$ cat src/rtl/sha3_digest_reader.sv
// Captures the first DIGEST_LANES lanes of a Keccak state on sample and streams them one lane per beat.
// Latency: lane 0 is valid the cycle after the accepted sample. Throughput is one lane per cycle, with back-to-back digests.
// Backpressure: odata/olast hold while oready=0; a sample that cannot be accepted is dropped and sets overrun. SHA3_DIGEST_BSWAP_EN byte-reverses odata.
module sha3_digest_reader #(
    parameter int DIGEST_LANES = 4
) (
    input  logic        clk,
    input  logic        rst_n,
    input  logic [63:0] isa [0:4],
    input  logic [63:0] isb [0:4],
    input  logic [63:0] isc [0:4],
    input  logic [63:0] isd [0:4],
    input  logic [63:0] ise [0:4],
    input  logic        sample,
    output logic        can_sample,
    output logic [63:0] odata,
    output logic        ovalid,
    input  logic        oready,
    output logic        olast,
    output logic        overrun,
    input  logic        overrun_clr
);

    localparam int CW = (DIGEST_LANES > 1) ? $clog2(DIGEST_LANES) : 1;
    localparam logic [CW-1:0] LAST = CW'(DIGEST_LANES - 1);

    typedef enum logic {
        IDLE   = 1'b0,
        STREAM = 1'b1
    } state_t;

    state_t        state;
    state_t        state_nxt;
    logic [CW-1:0] cnt;
    logic [63:0]   lanes [25];
    logic [63:0]   cap   [DIGEST_LANES];
    logic          xfer;
    logic          at_last;
    logic          accept;
    logic          drop;

    function automatic logic [63:0] present(input logic [63:0] v);
`ifdef SHA3_DIGEST_BSWAP_EN
        logic [63:0] r;
        for (int b = 0; b < 8; b++) begin
            r[8*b +: 8] = v[56-8*b +: 8];
        end
        return r;
`else
        return v;
`endif
    endfunction

    // Flatten rows so that lane index i = 5*y + x, i.e. A[i mod 5, i div 5].
    always_comb begin
        for (int x = 0; x < 5; x++) begin
            lanes[x]      = isa[x];
            lanes[5 + x]  = isb[x];
            lanes[10 + x] = isc[x];
            lanes[15 + x] = isd[x];
            lanes[20 + x] = ise[x];
        end
    end

    assign at_last = (cnt == LAST);
    assign xfer    = ovalid & oready;
    assign accept  = sample & can_sample;
    assign drop    = sample & ~can_sample;

    always_ff @(posedge clk or negedge rst_n) begin
        if (!rst_n) begin
            state <= IDLE;
        end else begin
            state <= state_nxt;
        end
    end

    always_comb begin
        state_nxt = state;
        case (state)
            IDLE:   if (sample) state_nxt = STREAM;
            STREAM: if (xfer && at_last) state_nxt = sample ? STREAM : IDLE;
            default: state_nxt = IDLE;
        endcase
    end

    always_comb begin
        ovalid     = 1'b0;
        olast      = 1'b0;
        odata      = '0;
        can_sample = 1'b0;
        case (state)
            IDLE: begin
                can_sample = 1'b1;
            end
            STREAM: begin
                ovalid     = 1'b1;
                olast      = at_last;
                odata      = present(cap[cnt]);
                can_sample = oready & at_last;
            end
            default: ;
        endcase
    end

    always_ff @(posedge clk or negedge rst_n) begin
        if (!rst_n) begin
            cnt <= '0;
            for (int i = 0; i < DIGEST_LANES; i++) begin
                cap[i] <= '0;
            end
        end else if (accept) begin
            cnt <= '0;
            for (int i = 0; i < DIGEST_LANES; i++) begin
                cap[i] <= lanes[i];
            end
        end else if (xfer) begin
            cnt <= at_last ? '0 : cnt + CW'(1);
        end
    end

    // A dropped sample in the same cycle as a clear must still be reported.
    always_ff @(posedge clk or negedge rst_n) begin
        if (!rst_n) begin
            overrun <= 1'b0;
        end else if (drop) begin
            overrun <= 1'b1;
        end else if (overrun_clr) begin
            overrun <= 1'b0;
        end
    end

endmodule

$ cat config.mk
export PLATFORM = sky130hd
export DESIGN_NAME = sha3_digest_reader
export DESIGN_NICKNAME = d
export VERILOG_FILES = /design/src/rtl/sha3_digest_reader.sv
export SDC_FILE = /design/constraint.sdc
export NUM_CORES = 1
export LEC_CHECK = 0
export CAP_MARGIN = 10
export CORE_AREA = 4 4 647 649
export DETAILED_ROUTE_END_ITERATION = 16
export DIE_AREA = 0 0 651 653
export PLACE_DENSITY = 0.3
export RECOVER_POWER = 25
export SYNTH_ARGS = -nofsm -noshare
export SYNTH_HDL_FRONTEND = slang
export SYNTH_SLANG_ARGS = --single-unit
$ cat constraint.sdc
create_clock -name clk -period 5.4 [get_ports clk]
set_input_delay 1.35 -clock clk [delete_from_list [all_inputs] [get_ports clk]]
set_output_delay 1.35 -clock clk [all_outputs]
set_load 0.02 [all_outputs]
# Yosys cells after proc, flatten, opt, wreduce, memory -nomap -nowiden
# Index checks and enable logic that the tools add are counted.
# classes
add_sub_neg,1
bitwise_logic,7
muxes,15
magnitude_cmp,1
n_eq_ne,1
n_reduce_logical,3
# ops
cell,count
$mux 64,3
$bmux 64 s2,1
$mux 1,6
$mux 2,3
$and 1x1->1,4
$pmux 1 s2,2
$reduce_bool 2->1,2
$ge 3x3->1 const B,1
$not 2->3,1
$add 2x1->2 const B,1
$eq 2x2->1 const B,1
$not 1->1,2
$logic_and 1x1->1,1
# totals
reg_bits,260

# Longest topological paths before layout
# logic_depth
depth_word,6
depth_mapped,7

# Worst setup path before layout
# Ideal clock, no wire load.
# synth_timing
path_type,input-to-output
start,input oready
end,output can_sample
path_slack_ns,2.477
n_path_buf,0
t_arrival_ns,1.573
required_ns,4.050
stages,1
path_cell_list,a21bo_4
# synth_via
elab_chain_len,2
# synth_rtl
element,line,rtl
from (decl),18,"input logic oready,"
$and 1x1->1,100,can_sample = oready & at_last;
$pmux 1 s2,92,case (state)
to (decl),15,"output logic can_sample,"
# No other way between the ends.

# Worst setup path in the final report
# layout_timing
start,register cnt[1]
end,output odata[9]
# layout_via
elab_chain_len,5
# layout_rtl
element,line,rtl
from (decl),34,logic [CW-1:0] cnt;
from (signal assigned),118,cnt <= at_last ? '0 : cnt + CW'(1);
$not 2->3 (not written as such),99,odata = present(cap[cnt]);
$bmux 64 s2,99,
$mux 64 (not written as such) (2 in series),99,
$mux 64,92,
to (decl),16,"output logic [63:0] odata,"
# No other way between the ends. The select of a mux whose other input is x is not followed.

==> flow_summary.yaml <==
synthesis:
  synth_cells: 784
  syn_nets: 2390
  ys_seq_area_frac: 0.522
  avgSynthCellArea_um2: 15.9
  yosysUniqueCellTypes: 22
  yosys_warnings: 0
  synth_area_mm2: 0.0125
  ys_ff_latch: 260
grt:
  grt_pass1_wl_mm: 93.4
  grt_pass1_vias: 9120
  antenna_found_initial: 16
  grt_max_degree: 100
  grt_overflow: 0
  grt_use_total: 0.0339
detailed_routing:
  drcViolationCount: 0
  drt.antenna.violating_nets: 0
  dr.pass1.iters: 4
  via_per_inst: 1.21
  wl_met1_mm: 28.9
  first_iter_violations: 296
  wl_met2_mm: 38.7
  top_layer: "met5"
  wire_per_inst_um: 11.0
  wl_mm: 73.3
  route.met3.wl_mm: 3.70
  num_vias: 8021
hold_path:
  min_delay_path_depth: 1
  hold_path.class: "flip-flop to flip-flop"
sta:
  hold_violations: 0
  finalCritPeriodShare: 0.848
  min_period_ns: 4.58
  slew_violations: 71
  max_slew_margin: -0.765
  setup_viol: 0
  fin_skew_ns: 0.0147
  tns_ns: 0
  setup_ws_ns: 0.819
  worstMarginPinSlew_ns: 2.65
  grt_setup_unrepaired: "false"
  fmax_ghz: 0.218
run:
  drv_cap: 1
clocking:
  clk_pin_slew_ns: 0.06
  cts-htree-levels: 2
  root_buffer: "clkbuf_16"
  numCtsBuffers: 41
  cts_buffer_depth: 3
  cts_setup_buffers: 0
  clk_latency_ns: 0.63
  cts_num_sinks: 260
  ctsHoldBuffers: 0
  cts_tree: "yes"
  ctsResizeCount: 0
floorplan:
  core_area_mm2: 0.413
  dieArea_mm2: 0.425
  die_w_um: 651
  rows: 236
  start_util: 0.0302
  die_h_um: 653
  ios: 1673
critical_path:
  path_cells: "buf_4, mux2i_1, o22ai_1, clkdlybuf4s50_1"
  crit_family: "buffers and inverters"
  crit_cells: 4
  startpoint: "cnt[1]$_DFFE_PN0P_"
  critPathKind: "flip-flop to output pin"
  reg2reg_depth: 7
  cp_max_fo: 15
  worstPathRequired_ns: 4.05
  cp_num_buf_inv: 2
  reg2reg_from: "cnt[1]$_DFFE_PN0P_"
  start_kind: "flip-flop"
  max_stage_delay_ns: 0.76
  cp-end-kind: "output pin"
  worstPathArrival_ns: 3.23
  endpoint: "odata[9]"
  regToRegSetupSlack_ns: 1.85
  timing.critical_path.slowest_stage_cell: "clkdlybuf4s50_1"
  r2r_end: "cap[208]$_DFFE_PN0P_"
final_layout:
  drive_gt1_frac: 0.344
  syn2layout_area_growth_pct: 92.3
  num-nets-final: 2748
placement:
  gp_congestion: 0.669
  dp_hpwl_mm: 58.3
  preCtsSetupSlack_ns: 1.35
  io_buffer_count: 328
run_status:
  violations: "capacitance limit, slew limit"
  status: "finished, violations left"
power_and_ir_drop:
  ir_drop_v: 0.000300
  powerDensity_mw_per_mm2: 561
  p_leak_nw: 7.85
-- power breakdown --
part | leakage (nW) | internal (mW) | switching (mW)
sequential | 3.09 | 2.95 | 0.644
clock | 0.631 | 1.56 | 1.13
combinational | 4.13 | 3.26 | 3.88
total | 7.85 | 7.77 | 5.66
-- sequential cells by signal, summed over array words and instances (netlist names) --
register,cells
overrun,1
cap,256
cnt,2
state,1
-- worst min-delay path by stage --
stage / startpoint / to
after detailed placement: cap[226]$_DFFE_PN0P_ / cap[226]$_DFFE_PN0P_
after floorplan: cap[230]$_DFFE_PN0P_ / cap[230]$_DFFE_PN0P_
after global routing: cap[246]$_DFFE_PN0P_ / cap[246]$_DFFE_PN0P_
after CTS: cap[225]$_DFFE_PN0P_ / cap[225]$_DFFE_PN0P_
after global placement: cap[249]$_DFFE_PN0P_ / cap[249]$_DFFE_PN0P_
final: cap[225]$_DFFE_PN0P_ / cap[225]$_DFFE_PN0P_
-- per-layer routing --
metal | vias to the layer above | track usage
met5 | - | 0
met4 | 6 | 0.0125
met1 | 4126 | 0.0378
met2 | 188 | 0.0617
met3 | 84 | 0.00857
li1 | 3617 | -
-- through the flow --
step                std cells  power, mW  instance area, um2  utilization  hold slack (ns)
finish                   6653       13.4               23900       0.0580            0.505
global route             6647       14.4               23900       0.0580            0.513
CTS                      6645       14.2               23900       0.0581            0.507
detailed placement       6573       11.3               22600       0.0549            0.493
global placement         6573       11.3               22600       0.0549            0.490
floorplan                 784       7.11               12500            -            0.480
-- worst reg2reg max path, cell delays in order (launching register included) --
cell	delay, ns
dfrtp_4	0.73
buf_12	0.33
buf_4	0.34
ha_1	0.26
a21bo_4	0.17
and2_4	0.70
buf_12	0.43
mux2_2	0.48
-- cell usage after synthesis --
library cell	count	area (um2)
dfrtp_1	260	6510
mux2_4	220	3300
mux2i_1	128	1280
o22ai_1	65	407
mux2_2	36	405
buf_6	27	304
clkbuf_1	15	56.3
buf_2	14	70.1
nand2_1	3	11.3
a21oi_1	2	10.0
inv_1	2	7.51
nand2b_1	2	12.5
a21bo_4	1	16.3
a31oi_1	1	6.26
and2_1	1	6.26
and2_4	1	8.76
buf_1	1	3.75
buf_4	1	7.51
ha_1	1	12.5
nor2_1	1	3.75
nor3_1	1	5.00
or3b_2	1	8.76
-- layout make-up --
cell class                 instances  area, um2
multi-input combinational        464       5560
sequential                       260       6510
tap                             5474       6850
antenna                            8       20.0
clock buffer                      62       1170
timing repair buffer             373       3690
clock inverter                    10        129
inverter                           2       7.51
fill                           48222     389000
-- cell usage in the layout, fill, tap and decap left out, types with 2 or more instances in the layout --
cell type          n
clkdlybuf4s50_1  303
dfrtp_1          259
mux2_4           220
mux2i_1          115
o22ai_1           65
buf_4             57
clkbuf_16         41
mux2_2            36
clkbuf_1          14
mux2i_2           13
buf_12            11
diode_2            8
clkbuf_8           7
inv_6              4
inv_1              2
nand2_1            2
a21oi_1            2
clkinv_2           2
-- kinds of logic after synthesis --
| kind of cell | after synthesis | share of synthesized area |
|---|---|---|
| AO/OA/AOI/OAI | 69 | 0.0353 |
| adder cells (fa/ha/maj) | 1 | 0.00100 |
| buffers and inverters | 60 | 0.0361 |
| flip-flops | 260 | 0.522 |
| multiplexers | 384 | 0.401 |
| AND/OR/NAND/NOR | 10 | 0.00452 |
Note: power is estimated with default switching activity, not from simulation.
